==> src/rtl/pwm_multi_channel.sv <==
// pwm_multi_channel: NUM_CH PWM outputs sharing one period counter, with
// double-buffered duties, edge/center alignment, a period-start strobe and a
// free-running clock divider.
//
// Ports:
//   clk_1MHz     in   sole clock, all logic on the rising edge
//   rst_n        in   synchronous reset, active-low
//   duty_in      in   packed duties, channel i at [i*DUTY_W +: DUTY_W]
//   duty_load    in   capture duty_in into the pending registers
//   center_mode  in   0 = edge-aligned, 1 = center-aligned (taken at a boundary)
//   ch_en        in   per-channel enable, takes effect immediately
//   pwm_out      out  registered PWM outputs
//   duty_ack     out  one-cycle pulse when pending duties become active
//   period_start out  one-cycle pulse in the output cycle of cnt = 0
//   clk_div_out  out  divided clock, CLK_DIV cycles per level
module pwm_multi_channel #(
    parameter int NUM_CH  = 4,
    parameter int CNT_W   = 11,
    parameter int DUTY_W  = 11,
    parameter int PERIOD  = 2000,
    parameter int CLK_DIV = 1000
) (
    input  logic                     clk_1MHz,
    input  logic                     rst_n,
    input  logic [NUM_CH*DUTY_W-1:0] duty_in,
    input  logic                     duty_load,
    input  logic                     center_mode,
    input  logic [NUM_CH-1:0]        ch_en,
    output logic [NUM_CH-1:0]        pwm_out,
    output logic                     duty_ack,
    output logic                     period_start,
    output logic                     clk_div_out
);
    localparam logic [CNT_W-1:0] TOP  = CNT_W'(PERIOD - 1);
    // First value of the descending ramp; with PERIOD = 2 there is no ramp.
    localparam logic [CNT_W-1:0] TURN = CNT_W'(PERIOD > 2 ? PERIOD - 2 : 0);
    localparam int DIV_W = CLK_DIV > 1 ? $clog2(CLK_DIV) : 1;
    localparam logic [DIV_W-1:0] DIV_TOP = DIV_W'(CLK_DIV - 1);

    logic [CNT_W-1:0]         cnt;
    logic [CNT_W-1:0]         cnt_nxt;
    logic                     dir_down;
    logic                     dir_nxt;
    logic                     mode;
    logic                     after_rst;
    logic                     pend;
    logic                     at_top;
    logic                     boundary;
    logic [NUM_CH*DUTY_W-1:0] active;
    logic [NUM_CH*DUTY_W-1:0] pending;
    logic [NUM_CH-1:0]        raw;
    logic [DIV_W-1:0]         div_cnt;

    // Center mode ramps 0..TOP, then TURN..1; the step out of 1 (or out of TOP
    // in edge mode) lands on 0 and marks the period boundary.
    always_comb begin
        at_top   = cnt == TOP;
        cnt_nxt  = !mode ? (at_top ? '0 : cnt + 1'b1)
                 : dir_down ? cnt - 1'b1
                 : at_top ? TURN : cnt + 1'b1;
        dir_nxt  = mode && (cnt_nxt != '0) && (dir_down || at_top);
        boundary = after_rst || (cnt_nxt == '0);
    end

    // Duty 0 compares false at cnt = 0, so there is no forced-high glitch;
    // duty >= PERIOD compares true for every counter value.
    for (genvar i = 0; i < NUM_CH; i++) begin : g_ch
        assign raw[i] = ch_en[i] && (DUTY_W'(cnt) < active[i*DUTY_W +: DUTY_W]);
    end

    always_ff @(posedge clk_1MHz) begin
        if (!rst_n) begin
            cnt          <= '0;
            dir_down     <= 1'b0;
            mode         <= 1'b0;
            after_rst    <= 1'b1;
            pend         <= 1'b0;
            active       <= '0;
            pending      <= '0;
            pwm_out      <= '0;
            duty_ack     <= 1'b0;
            period_start <= 1'b0;
        end else begin
            cnt          <= cnt_nxt;
            dir_down     <= dir_nxt;
            after_rst    <= 1'b0;
            pwm_out      <= raw;
            period_start <= cnt == '0;
            duty_ack     <= boundary && (pend || duty_load);
            if (duty_load)
                pending <= duty_in;
            if (boundary) begin
                mode <= center_mode;
                pend <= 1'b0;
                // A load coinciding with the boundary bypasses the shadow.
                if (duty_load)
                    active <= duty_in;
                else if (pend)
                    active <= pending;
            end else if (duty_load) begin
                pend <= 1'b1;
            end
        end
    end

    always_ff @(posedge clk_1MHz) begin
        if (!rst_n) begin
            div_cnt     <= '0;
            clk_div_out <= 1'b0;
        end else if (div_cnt == DIV_TOP) begin
            div_cnt     <= '0;
            clk_div_out <= ~clk_div_out;
        end else begin
            div_cnt <= div_cnt + 1'b1;
        end
    end
endmodule

==> config.mk <==
export PLATFORM = sky130hd
export DESIGN_NAME = pwm_multi_channel
export DESIGN_NICKNAME = d
export VERILOG_FILES = /design/src/rtl/pwm_multi_channel.sv
export SDC_FILE = /design/constraint.sdc
export NUM_CORES = 1
export LEC_CHECK = 0
export ABC_AREA = 1
export CORE_MARGIN = 5
export CORE_UTILIZATION = 52
export DETAILED_ROUTE_END_ITERATION = 12
export PLACE_DENSITY_LB_ADDON = 0.25
export SYNTH_ARGS = -nofsm -noshare
export SYNTH_HDL_FRONTEND = slang
export SYNTH_SLANG_ARGS = --single-unit
==> constraint.sdc <==
create_clock -name clk_1MHz -period 4.3 [get_ports clk_1MHz]
set_input_delay 0.86 -clock clk_1MHz [delete_from_list [all_inputs] [get_ports clk_1MHz]]
set_output_delay 0.86 -clock clk_1MHz [all_outputs]
set_load 0.03 [all_outputs]
**After elaboration in Yosys (flattened, before gate mapping)**

Index checks and enable logic that the tools add are counted.

- ROM bits: 0
- Output and inout port bits: 7
- Bits in registers: 120
- Word-level logic and storage cells: 47
- RAM bits: 0
- Memories kept: 0
- Input port bits: 52
- Bits in latches: 0

- Multiply operators: 0
- Eq/ne operators: 2
- Magnitude comparators: 4
- Add/sub/neg operators: 3
- Div/mod/pow operators: 0
- Reductions and logical operators: 17
- Shift operators: 0
- Bitwise operators: 2
- Mux-type cells: 7

Operators by type and width:

| cell | count |
|---|---|
| $mux W44 | 2 |
| $lt A11 B11 Y1 | 4 |
| $mux W11 | 4 |
| $logic_not A11 Y1 | 2 |
| $add A11 B1 Y11 const B | 1 |
| $eq A11 B11 Y1 const B | 1 |
| $reduce_bool A11 Y1 | 1 |
| $sub A11 B1 Y11 const B | 1 |
| $add A10 B1 Y10 const B | 1 |
| $eq A10 B10 Y1 const B | 1 |
| $logic_and A1 B1 Y1 | 7 |
| $reduce_or A2 Y1 | 2 |
| $logic_or A1 B1 Y1 | 3 |
| $not A1 Y1 | 2 |
| $reduce_and A2 Y1 | 1 |
| $reduce_bool A2 Y1 | 1 |
| $mux W1 | 1 |

**Depth between registers and ports, before layout**

Gate-level depths: netlist of run 1.

- Depth after elaboration: 7
- Depth in mapped cells: 18
- Mapped depth without buffers: 17

**Worst setup path after synthesis of run 1**

No wires, ideal clock.

- Path type: input to register
- Start point: input duty_load
- End point: register duty_ack
- Stages on the path: 7
- Arrival time: 2297 ps
- Setup slack: 1933 ps
- Path buffers: 4
- Data required time: 4230 ps
- Path through: clkbuf_1 > or2_2 > clkbuf_1 > clkbuf_1 > clkbuf_1 > nand2_1 > a21oi_1

- Cells in the longest elaborated chain, start to end: 2

RTL lines:

| what | line | source |
|---|---|---|
| start: declaration | 26 | `input logic duty_load,` |
| $logic_or A1 B1 Y1 | 89 | `duty_ack <= boundary && (pend \|\| duty_load);` |
| $logic_and A1 B1 Y1 | 89 |  |
| end signal: assignment | 89 |  |
| end: declaration | 30 | `output logic duty_ack,` |

No other way between the ends.
A chain may end at the register's enable or synchronous reset.

**Worst setup path after layout of run 1**

- Start point: register cnt[1]
- End point: register active[16]

- Cells in the longest elaborated chain, start to end: 7

RTL lines:

| what | line | source |
|---|---|---|
| start: declaration | 40 | `logic [CNT_W-1:0] cnt;` |
| start signal: assignment | 84 | `cnt <= cnt_nxt;` |
| $add A11 B1 Y11 / $eq A11 B11 Y1 (equally long branches) | 58, 60, 57 |  |
| $mux W11 | 60 | `: at_top ? TURN : cnt + 1'b1;` |
| $mux W11 | 59 | `: dir_down ? cnt - 1'b1` |
| $mux W11 * | 58 | `cnt_nxt = !mode ? (at_top ? '0 : cnt + 1'b1)` |
| $logic_not A11 Y1 * | 62 | `boundary = after_rst \|\| (cnt_nxt == '0);` |
| $logic_or A1 B1 Y1 * | 62 |  |
| $reduce_and A2 Y1 (no source line) * | - |  |
| end signal: assignment | 97 | `active <= duty_in;` |
| end signal: assignment | 99 | `active <= pending;` |
| end: declaration | 49 | `logic [NUM_CH*DUTY_W-1:0] active;` |

Every way passes the cells marked *; elsewhere a longest branch is shown, timed or not.

==> results of run 1 <==
## worst min-delay path, cell delays in order (launching register included)
cell,delay (ns)
sky130_fd_sc_hd__dfxtp_1,0.31
sky130_fd_sc_hd__inv_1,0.06
sky130_fd_sc_hd__a21oi_1,0.05
## registers in the layout, indices dropped and copies added, names as in the netlist, 4 cells and up
| signal | count |
|---|---|
| active | 44 |
| div_cnt | 10 |
| cnt | 11 |
| pwm_out | 4 |
| pending | 44 |
## cell families (layout without fill, tap and decap cells)
kind of cell,count (synthesis),count (layout),share of synthesized area
muxes,44,44,0.0726
DFF,120,120,0.396
AOI/OAI and AO/OA,99,99,0.0868
xor gates and xnor gates,4,4,0.00577
adders and majority gates,44,44,0.0907
and+or+nand+nor,382,382,0.263
buffers and inverters,119,176,0.0849
## cell type report
type	count	area, um^2
clock inverters	8	95.1
inverters	81	304
fillers	1022	4190
repair buffers	63	613
flip-flops and latches	120	2400
well taps	143	179
clock buffers	24	482
multi-input cells	573	3150
## synth_stat cells
cell type,count,area (um^2)
sky130_fd_sc_hd__buf_1,5,18.8
sky130_fd_sc_hd__xor2_1,2,17.5
sky130_fd_sc_hd__dfxtp_1,120,2400
sky130_fd_sc_hd__clkinv_1,2,7.51
sky130_fd_sc_hd__nand3_2,1,10.0
sky130_fd_sc_hd__buf_6,9,101
sky130_fd_sc_hd__nor3_1,4,20.0
sky130_fd_sc_hd__ha_1,44,551
sky130_fd_sc_hd__a2111oi_0,3,26.3
sky130_fd_sc_hd__nor2_1,139,522
sky130_fd_sc_hd__o211ai_1,2,15.0
sky130_fd_sc_hd__nand2_4,1,11.3
sky130_fd_sc_hd__nand2_1,138,518
sky130_fd_sc_hd__a21oi_1,75,375
sky130_fd_sc_hd__xnor2_1,2,17.5
sky130_fd_sc_hd__o21ai_1,1,5.00
sky130_fd_sc_hd__inv_2,1,3.75
sky130_fd_sc_hd__or2_2,1,6.26
sky130_fd_sc_hd__clkbuf_1,23,86.3
sky130_fd_sc_hd__nand2_2,1,6.26
sky130_fd_sc_hd__inv_1,78,293
sky130_fd_sc_hd__o21ai_0,12,60.1
sky130_fd_sc_hd__buf_2,1,5.00
sky130_fd_sc_hd__nand4_1,5,31.3
sky130_fd_sc_hd__nor2_2,1,6.26
sky130_fd_sc_hd__nand3_1,88,440
sky130_fd_sc_hd__a211oi_1,3,22.5
sky130_fd_sc_hd__mux2i_1,44,440
sky130_fd_sc_hd__nor4b_1,3,26.3
sky130_fd_sc_hd__o21a_1,3,22.5
## metal layers
layer | routed length, um | global-route usage | share of wire | vias to the layer above
li1 | - | - | - | 2744
met1 | 6270 | 0.251 | 0.43 | 2510
met2 | 7200 | 0.372 | 0.50 | 119
met3 | 695 | 0.0529 | 0.048 | 34
met4 | 310 | 0.0860 | 0.021 | 0
met5 | 0 | 0 | 0 | -
## worst paths after layout
| check | start | endpoint | slack, ns |
|---|---|---|---|
| setup / recovery | cnt[1] | active[16] | 1.18 |
| hold / removal | clk_div_out | clk_div_out | 0.47 |
| setup reg to reg | cnt[1] | active[16] | 1.18 |
| hold reg to reg | clk_div_out | clk_div_out | 0.47 |
## power by group through the flow
stage	Sequential (mW)	Clock [mW]	Combinational [mW]
2_1_floorplan	1.25	0	0.309
3_3_place_gp	1.25	0	0.413
3_5_place_dp	1.25	0	0.425
4_1_cts	1.23	1.39	0.430
5_1_grt	1.24	1.45	0.487
6_report	1.23	1.38	0.426
## metrics by stage
| step | cell area, um^2 | worst slack [ns] |
|---|---|---|
| finish | 7230 | 1.18 |
| floorplan | 6070 | 1.93 |
| global placement | 6650 | 1.27 |
| global route | 7230 | 0.768 |
| detailed placement | 6650 | 1.21 |
| CTS | 7230 | 1.19 |
==> summary.md, run 1 <==
| Metric | Value |
|---|---|
| Synthesized area per cell | 7.47 um^2 |
| Clock slew at the register clock pins of the worst setup and hold paths | 0.05 ns |
| Min-delay worst type | flop to flop |
| Fraction of final layout cells with drive strength greater than 1 | 0.0460 |
| Worst Setup Path Type | flop to flop |
| Overall die area | 13900 um^2 |
| Commonest cells after routing, fill and taps aside | 139 x sky130_fd_sc_hd__nor2_1, 138 x sky130_fd_sc_hd__nand2_1, 120 x sky130_fd_sc_hd__dfxtp_1, 88 x sky130_fd_sc_hd__nand3_1, 78 x sky130_fd_sc_hd__inv_1 |
| Final hold slack | 0.469 ns |
| Number of synthesized register bits | 120 |
| Antenna diode count | 0 |
| Vias per inst | 5.34 |
| Via count of the first global-routing pass | 5481 |
| All-layer global routing usage | 0.214 |
| Maximum buffer depth of the clock tree | 2 |
| WP data arrival | 3.42 ns |
| Net Switching | 0.768 mW |
| First-iteration detailed-routing DRC count | 227 |
| Sequential area share after synthesis | 0.396 |
| NumNets Final | 952 |
| Total of max-cap violations | 0 |
| Switching portion of total power | 0.253 |
| Hold Crit Depth | 2 |
| Post-synth net total | 908 |
| Number of setup buffers added after CTS | 0 |
| Total power draw | 3.03 mW |
| Wire length of the first global-routing pass | 24.8 mm |
| Final Hold Fails | 0 |
| Most common cell after layout, fill and taps aside | sky130_fd_sc_hd__nor2_1 |
| Half-perimeter wire length after detailed placement | 9.90 mm |
| Die height | 118 um |
| DRC Markers | 0 |
| Vias | 5407 |
| Worst path bufs/invs | 0 |
| Effective utilization at floorplan | 0.531 |
| Average detailed-routed wire length per instance | 14.3 um |
| Count of pins over their slew limit | 0 |
| Clock Root Buffer | sky130_fd_sc_hd__clkbuf_16 |
| Largest net degree at the start of global routing | 91 |
| Number of buffers inserted by port buffering | 58 |
| Status | finished clean |
| Total congestion overflow after global routing | 0 |
| Top cell family by delay on the critical path | simple AND/OR/NAND/NOR gates |
| Cells traversed along the worst timing path | ha_1 -> nand3_1 -> nor2_1 -> nand2_2 -> nand2_1 -> nor2_1 -> a21oi_1 -> nand3_1 -> nor2_1 -> nand3_2 -> nand2_4 -> nand3_1 -> nand2_1 -> nor2_1 |
| Total of hold buffers inserted after clock tree synthesis | 0 |
| Maximum cell stage delay along the critical path | 0.65 ns |
| Sequential share of power | 0.406 |
| Transition time of the tightest slew-check pin | 1.05 ns |
| Relative contribution of the clock network to total power | 0.454 |
| Number of cells in the design after placement | 980 |
| Slew headroom | 0.298 |
| Clock Skew | 0.00672 ns |
| Min Tclk post-route | 3.12 ns |
| Cell row count | 39 |
| Clock latency on the worst-skew pair | 0.42 ns |
| Area growth from synthesis to layout | 19.1% |
| Final cycle utilization of the critical path | 0.725 |
| Post-synthesis instance area | 6070 um^2 |
| Most used cell, CP | sky130_fd_sc_hd__nor2_1 |
| Unrepaired setup endpoints after global routing | no |
| Yosys Warn Count | 0 |
| Num Clock Sinks | 120 |
| Critical path fanouts, max | 90 |
| CTS buffer count | 17 |
| Number of cells on the critical path | 14 |
| Highest Clock Rate | 321 MHz |
| Post-layout utilization of the core | 0.633 |
| Count of nets left with antenna violations after detail routing | 0 |
| Final setup violating endpoints | 0 |
| First-pass iteration count of the detailed router | 5 |
| Routed WL | 14.5 mm |
| Gp weighted congestion | 0.941 |
| Cell-internal power | 2.27 mW |
| I/O pin cnt | 59 |
| Startpoint types | flop |
| Initial antenna violation count | 0 |
| Final Non-Filler Cells | 1012 |
| Type of element capturing the critical path | flop |
| Depth of the most critical reg-to-reg path | 14 |
| Static leakage | 3.34 nW |
| Number of resized instances in the post-cts repair step | 0 |
| Pwr per Cell Area | 420 nW/um^2 |
| Number of distinct standard cells referenced by the synthesized netlist | 30 |
| Post-synthesis cell count | 812 |
| Setup TNS Final | 0 ns |
| Clock tree from TritonCTS | done |
| Die outline width | 118 um |
| Required arrival time at the worst endpoint | 4.60 ns |
| Worst supply voltage drop on vdd | 0.269 mV |
| Comb power frac | 0.140 |
| Critical Path Slowest Stage Cell | sky130_fd_sc_hd__nand2_4 |
| H-Tree Depth | 4 |
| Core area | 11400 um^2 |
No activity file was read; power rests on OpenSTA's default activity.
==> inputs of run 2 (changes only) <==
==> constraint.sdc (replaced) <==
create_clock -name clk_1MHz -period 3.1 [get_ports clk_1MHz]
set_input_delay 0.62 -clock clk_1MHz [delete_from_list [all_inputs] [get_ports clk_1MHz]]
set_output_delay 0.62 -clock clk_1MHz [all_outputs]
set_load 0.03 [all_outputs]
==> summary.md, run 2 (synthesized netlist as in run 1, its figures left out) <==
| Metric | Value |
|---|---|
| Final hold slack | 0.450 ns (-0.0187 ns) |
| Cell-internal power | 3.18 mW (+40%) |
| Startpoint types | flop |
| Clock Root Buffer | sky130_fd_sc_hd__clkbuf_16 |
| Core area | 11400 um^2 (unchanged) |
| Static leakage | 3.41 nW (+2.1%) |
| Clock latency on the worst-skew pair | 0.42 ns (about the same) |
| Sequential share of power | 0.402 (-0.004) |
| Comb power frac | 0.144 (+0.004) |
| Relative contribution of the clock network to total power | 0.454 (about the same) |
| CTS buffer count | 17 (unchanged) |
| Largest net degree at the start of global routing | 52 (-43%) |
| Transition time of the tightest slew-check pin | 0.841 ns (-0.213 ns) |
| Clock slew at the register clock pins of the worst setup and hold paths | 0.06 ns (about the same) |
| Area of combinational cells with multiple inputs | 3150 um^2 (unchanged) |
| All-layer global routing usage | 0.218 (+0.00346) |
| Clock tree from TritonCTS | done |
| Setup TNS Final | 0 ns (unchanged) |
| Total congestion overflow after global routing | 0 (unchanged) |
| Number of buffers inserted by port buffering | 58 (unchanged) |
| Clock Skew | 0.0123 ns (+0.00562 ns) |
| Min-delay worst type | flop to flop |
| Gp weighted congestion | 0.952 (+1.1%) |
| Overall die area | 13900 um^2 (unchanged) |
| Average detailed-routed wire length per instance | 14.6 um (+1.9%) |
| Final setup violating endpoints | 0 (unchanged) |
| Antenna diode count | 0 (unchanged) |
| Net Switching | 1.08 mW (+40%) |
| Worst supply voltage drop on vdd | 0.531 mV (+98%) |
| Count of nets left with antenna violations after detail routing | 0 (unchanged) |
| Half-perimeter wire length after detailed placement | 10.5 mm (+6.1%) |
| # fillers | 1029 (+0.68%) |
| Cell row count | 39 (unchanged) |
| Most used cell, CP | sky130_fd_sc_hd__nor2_1 |
| Routed WL | 14.9 mm (+2.7%) |
| Cells traversed along the worst timing path | ha_1 -> nand3_1 -> nor2_1 -> nand2_2 -> nand2_1 -> nor2_1 -> a21oi_1 -> nand3_1 -> nor2_1 -> nand3_2 -> nand2_4 -> buf_12 -> nand3_1 -> nand2_1 -> nor2_1 |
| Min Tclk post-route | 2.75 ns (-0.368 ns) |
| Total of max-cap violations | 0 (unchanged) |
| Count of pins over their slew limit | 0 (unchanged) |
| Maximum cell stage delay along the critical path | 0.42 ns (-0.23 ns) |
| Number of setup buffers added after CTS | 0 (unchanged) |
| Num Clock Sinks | 120 (unchanged) |
| Switching portion of total power | 0.253 (-0.000310) |
| DRC Markers | 0 (unchanged) |
| Highest Clock Rate | 364 MHz (+13%) |
| Critical Path Slowest Stage Cell | sky130_fd_sc_hd__dfxtp_2 |
| Final Hold Fails | 0 (unchanged) |
| First-pass iteration count of the detailed router | 5 (unchanged) |
| Total of hold buffers inserted after clock tree synthesis | 0 (unchanged) |
| Area growth from synthesis to layout | 20.8% |
| Biggest registers after layout | active: 44 flops, pending: 44 flops, cnt: 11 flops |
| Commonest cells after routing, fill and taps aside | 139 x sky130_fd_sc_hd__nor2_1, 138 x sky130_fd_sc_hd__nand2_1, 119 x sky130_fd_sc_hd__dfxtp_1, 88 x sky130_fd_sc_hd__nand3_1, 78 x sky130_fd_sc_hd__inv_1 |
| H-Tree Depth | 4 (unchanged) |
| Unrepaired setup endpoints after global routing | no |
| Critical path fanouts, max | 40 (-56%) |
| Slew headroom | 0.425 (+0.127) |
| Worst Setup Path Type | flop to flop |
| WP data arrival | 3.06 ns (-0.36 ns) |
| Die height | 118 um (unchanged) |
| Type of element capturing the critical path | flop |
| Effective utilization at floorplan | 0.531 (unchanged) |
| First-iteration detailed-routing DRC count | 388 (+71%) |
| Via count of the first global-routing pass | 5230 (-4.6%) |
| Pwr per Cell Area | 580 nW/um^2 (+38%) |
| Area taken by flip-flops and latches | 2400 um^2 (about the same) |
| Most common cell after layout, fill and taps aside | sky130_fd_sc_hd__nor2_1 |
| Vias | 5476 (+1.3%) |
| Initial antenna violation count | 0 (unchanged) |
| Wire length of the first global-routing pass | 24.8 mm (about the same) |
| Vias per inst | 5.37 (+0.48%) |
| I/O pin cnt | 59 (unchanged) |
| Required arrival time at the worst endpoint | 3.41 ns (-1.19 ns) |
| Status | finished clean |
| Maximum buffer depth of the clock tree | 2 (unchanged) |
| Final cycle utilization of the critical path | 0.887 (+0.162) |
| NumNets Final | 960 (+0.84%) |
| Die outline width | 118 um (unchanged) |
| Fraction of final layout cells with drive strength greater than 1 | 0.0570 (+0.0110) |
==> run 2: cell types whose count changed in the layout (fill, tap and decap cells not counted) <==
cell / change
sky130_fd_sc_hd__buf_12: +3
sky130_fd_sc_hd__buf_4: +5
sky130_fd_sc_hd__clkbuf_1: -1
sky130_fd_sc_hd__clkbuf_8: +1
sky130_fd_sc_hd__clkinv_2: +1
sky130_fd_sc_hd__clkinv_4: +1
sky130_fd_sc_hd__clkinvlp_4: -2
sky130_fd_sc_hd__dfxtp_1: -1
sky130_fd_sc_hd__dfxtp_2: +1
==> run 2: through the flow <==
| stage | std cells | power [mW] | setup slack, ns | utilization | area [um^2] |
|---|---|---|---|---|---|
| finish | 1020 | 4.25 | 0.349 | 0.642 | 7330 |
| global route | 1020 | 4.46 | 0.0593 | 0.642 | 7330 |
| CTS | 1020 | 4.28 | 0.299 | 0.642 | 7330 |
| detailed placement | 988 | 2.35 | 0.330 | 0.591 | 6750 |
| global placement | 988 | 2.33 | 0.387 | 0.591 | 6750 |
| floorplan | 812 | 2.16 | 0.959 | - | 6070 |
==> run 2: per-layer routing <==
layer	GRT usage	up-vias	wire [um]
li1	-	2765	-
met1	0.259	2535	6350
met2	0.376	141	7470
met3	0.0505	35	667
met4	0.0889	0	374
met5	0	-	0
==> run 2: what timing repair did <==
item | CTS | global route
endpoints found under the hold margin | 0 | 0
resized for setup | 0 | 1
endpoints found under the setup margin | 0 | 38
==> run 2: worst paths after layout <==
kind	startpoint	endpoint	slack, ns	cells after the start
worst max-delay path	cnt[1]	active[34]	0.35	15
worst min register to register	div_cnt[0]	div_cnt[0]	0.45	1
worst min-delay path	div_cnt[0]	div_cnt[0]	0.45	1
worst max register to register	cnt[1]	active[34]	0.35	15
==> run 2: cell type report <==
| type | count | share of cell area |
|---|---|---|
| multi-input combinational | 573 | 0.430 |
| sequential | 120 | 0.328 |
| timing repair buffer | 71 | 0.0969 |
| clock buffer | 24 | 0.0671 |
| inverter | 81 | 0.0415 |
| tap | 143 | 0.0244 |
| clock inverter | 8 | 0.0128 |
==> run 2: power by group through the flow <==
stage | clock network, mW | registers (mW) | logic, mW
finish | 1.93 | 1.71 | 0.613
global route | 2.04 | 1.72 | 0.698
CTS | 1.96 | 1.71 | 0.615
detailed placement | 0 | 1.74 | 0.609
global placement | 0 | 1.74 | 0.595
floorplan | 0 | 1.74 | 0.429
==> run 2: worst max-delay path: cells and delay by family (launching register included) <==
kind            cells  cell delay [ns]
simple gates       12             1.51
compound gates      1             0.21
flops               1             0.42
fa+ha+maj           1             0.23
buf+inv             1             0.23
==> RTL edit, RTL diff (settings of run 2) <==
Register the output `pwm_out` once more, cleared by the reset; this adds one clock of latency there. The other outputs are not delayed to match. Comments in the files are not updated.
--- a/src/rtl/pwm_multi_channel.sv
+++ b/src/rtl/pwm_multi_channel.sv
@@ -38,2 +38,4 @@
     localparam logic [DIV_W-1:0] DIV_TOP = DIV_W'(CLK_DIV - 1);
+
+    logic [NUM_CH-1:0] pwm_s0;
 
@@ -79,3 +81,3 @@
             pending      <= '0;
-            pwm_out      <= '0;
+            pwm_s0       <= '0;
             duty_ack     <= 1'b0;
@@ -86,3 +88,3 @@
             after_rst    <= 1'b0;
-            pwm_out      <= raw;
+            pwm_s0       <= raw;
             period_start <= cnt == '0;
@@ -116,2 +118,10 @@
     end
+    always_ff @(posedge clk_1MHz) begin
+        if (!rst_n) begin
+            pwm_out <= '0;
+        end else begin
+            pwm_out <= pwm_s0;
+        end
+    end
+
 endmodule
Behaviour: not the same (Yosys sat finds a counterexample within 4 cycles, from zero or initial values and one cycle with rst_n low).
==> RTL edit against run 2 <==
Largest power group unchanged. Power is 2.0% higher. Final area increased by 3.5%. Area after synthesis rose by 5.5%. Wire length rose by 1.2%. Sequential cell count rose by 4. Worst setup slack got worse by 0.085 ns. Count of clock-buffer cells in the layout decreased by 2. Maximum frequency down 3.0%. Combinational power up 1%. Synthesized cell count grew 1.1%.
==> RTL edit: results (changes against run 2) <==
[pwr]
leakage_uw = 0.00347  ; +1.9%
powerDensity_nw_per_um2 = 572  ; -1.5%
vdd_drop_max_uv = 453  ; -15%
intPower_uw = 3220  ; +1.3%

[clocking]
cts_inserted_buffers = 17  ; unchanged
cts_setup_buffers = 0  ; unchanged
clk_pin_slew_ns = 0.06  ; about the same
cts_buffer_depth = 2  ; unchanged
root_buffer = clkbuf_16
clk_latency_ns = 0.42  ; about the same
post_cts_resized = 0  ; unchanged
h-tree-depth = 4  ; unchanged

[grt]
track_usage = 0.214  ; -0.00387
grt_max_degree = 90  ; +73%
grt_pass1_wl_um = 24900  ; +0.41%
grt_pass1_vias = 5264  ; +0.65%
antenna_found_initial = 0  ; unchanged

[worst_hold_path]
hold_class = flip-flop to flip-flop
holdPathStages = 2  ; +1

[sta]
skew_ns = 0.00797  ; -0.00437 ns
tightest_slew_ns = 0.871  ; +0.0305 ns

[setup_path]
arrival_ns = 3.13  ; +0.07 ns
crit_fanout = 38  ; -5.0%
reg2reg_depth = 17  ; +2
slowest_stage = ha_1
cpPeakStageDelay_ns = 0.41
critical_path.top_delay_family = simple AND/OR/NAND/NOR gates

[layout]
drive_above_1_share = 0.0903  ; +0.0333
fill_cells = 1087  ; +5.6%
reg_top3 = active x44, pending x44, cnt x11
diodes = 0  ; unchanged
ff_latch_area_um2 = 2480  ; +3.3%
final_nets = 969  ; +0.94%

[placement]
dp_cells = 1022  ; +3.4%
dp_hpwl_um = 10500  ; -0.48%
portBuffers = 58  ; unchanged
dp_worst_setup_slack_ns = 0.366  ; +0.0363 ns
dpl_cell_area_um2 = 7000  ; +3.8%
gp_congestion = 0.962  ; +1.1%

[detailed_routing]
drt-total-wl_um = 15000  ; +1.2%
first_pass_iters = 5  ; unchanged
num_vias = 5385  ; -1.7%
drt-initial-drc-count = 344  ; -11%
viasPerCell = 5.11  ; -4.8%

[synth]
synth_common_cells = 129 x nor2_1, 125 x nand2_1, 124 x dfxtp_1
synth_top_area_frac = 0.388  ; -0.00800
synth_flop_cell = dfxtp_1
synthArstFlopShare = 0  ; unchanged
synth_cell_types = 39  ; +30%
synth_area_leaders = dfxtp_1 39%, ha_1 8.6%, nor2_1 7.6%
ys.warnings.count = 0  ; unchanged
synthesis.nets = 917  ; +0.99%
yosysSeqAreaShare = 0.388  ; -0.00800
syn_inst = 821  ; +1.1%

[outcome]
outcome = complete, no violations

## RTL edit: cell count changes in the layout (fill, tap and decap cells not counted), moves of 3 or more
cell	delta
buf_4	+5
nor2_1	-10
nand2_2	+6
nand2_4	+3
nor2_4	+4
nor2_2	+6
nand3_1	-6
nand2_1	-13
dfxtp_1	+5
## RTL edit: path summary, 6_finish.rpt
check | slack (ns) | endpoint | start
max | 0.26 | active[40] | cnt[0]
min | 0.41 | pwm_out[3] | pwm_s0[3]
max reg2reg | 0.26 | active[40] | cnt[0]
min reg2reg | 0.41 | pwm_out[3] | pwm_s0[3]
## RTL edit: cell families (layout without fill, tap and decap cells)
logic type / after synthesis / after routing / share of synthesized area
buffers and inverters: 122 / 187 / 0.0985
AOI/OAI and AO/OA: 99 / 99 / 0.0821
adders and majority gates: 44 / 44 / 0.0860
DFF: 124 / 124 / 0.388
and+or+nand+nor: 382 / 382 / 0.268
muxes: 44 / 44 / 0.0688
xor gates and xnor gates: 6 / 6 / 0.00821
## RTL edit: routing by layer
metal	wire (µm)	track usage
met1	6710	0.268
met2	7140	0.358
met3	885	0.0527
met4	314	0.0715
met5	0	0
## RTL edit: power by group through the flow
stage | Sequential [µW] | Combinational, µW | Clock (µW)
after floorplan | 1790 | 471 | 0
after global placement | 1790 | 598 | 0
after detailed placement | 1790 | 618 | 0
after CTS | 1760 | 624 | 1990
after global routing | 1770 | 708 | 2070
final | 1760 | 621 | 1960
## RTL edit: layout make-up
cell class	instances	area share
tap	168	0.0277
inverter	80	0.0396
clock inverter	10	0.0150
clock buffer	22	0.0625
multi-input combinational	575	0.433
sequential	124	0.327
timing repair buffer	75	0.0953
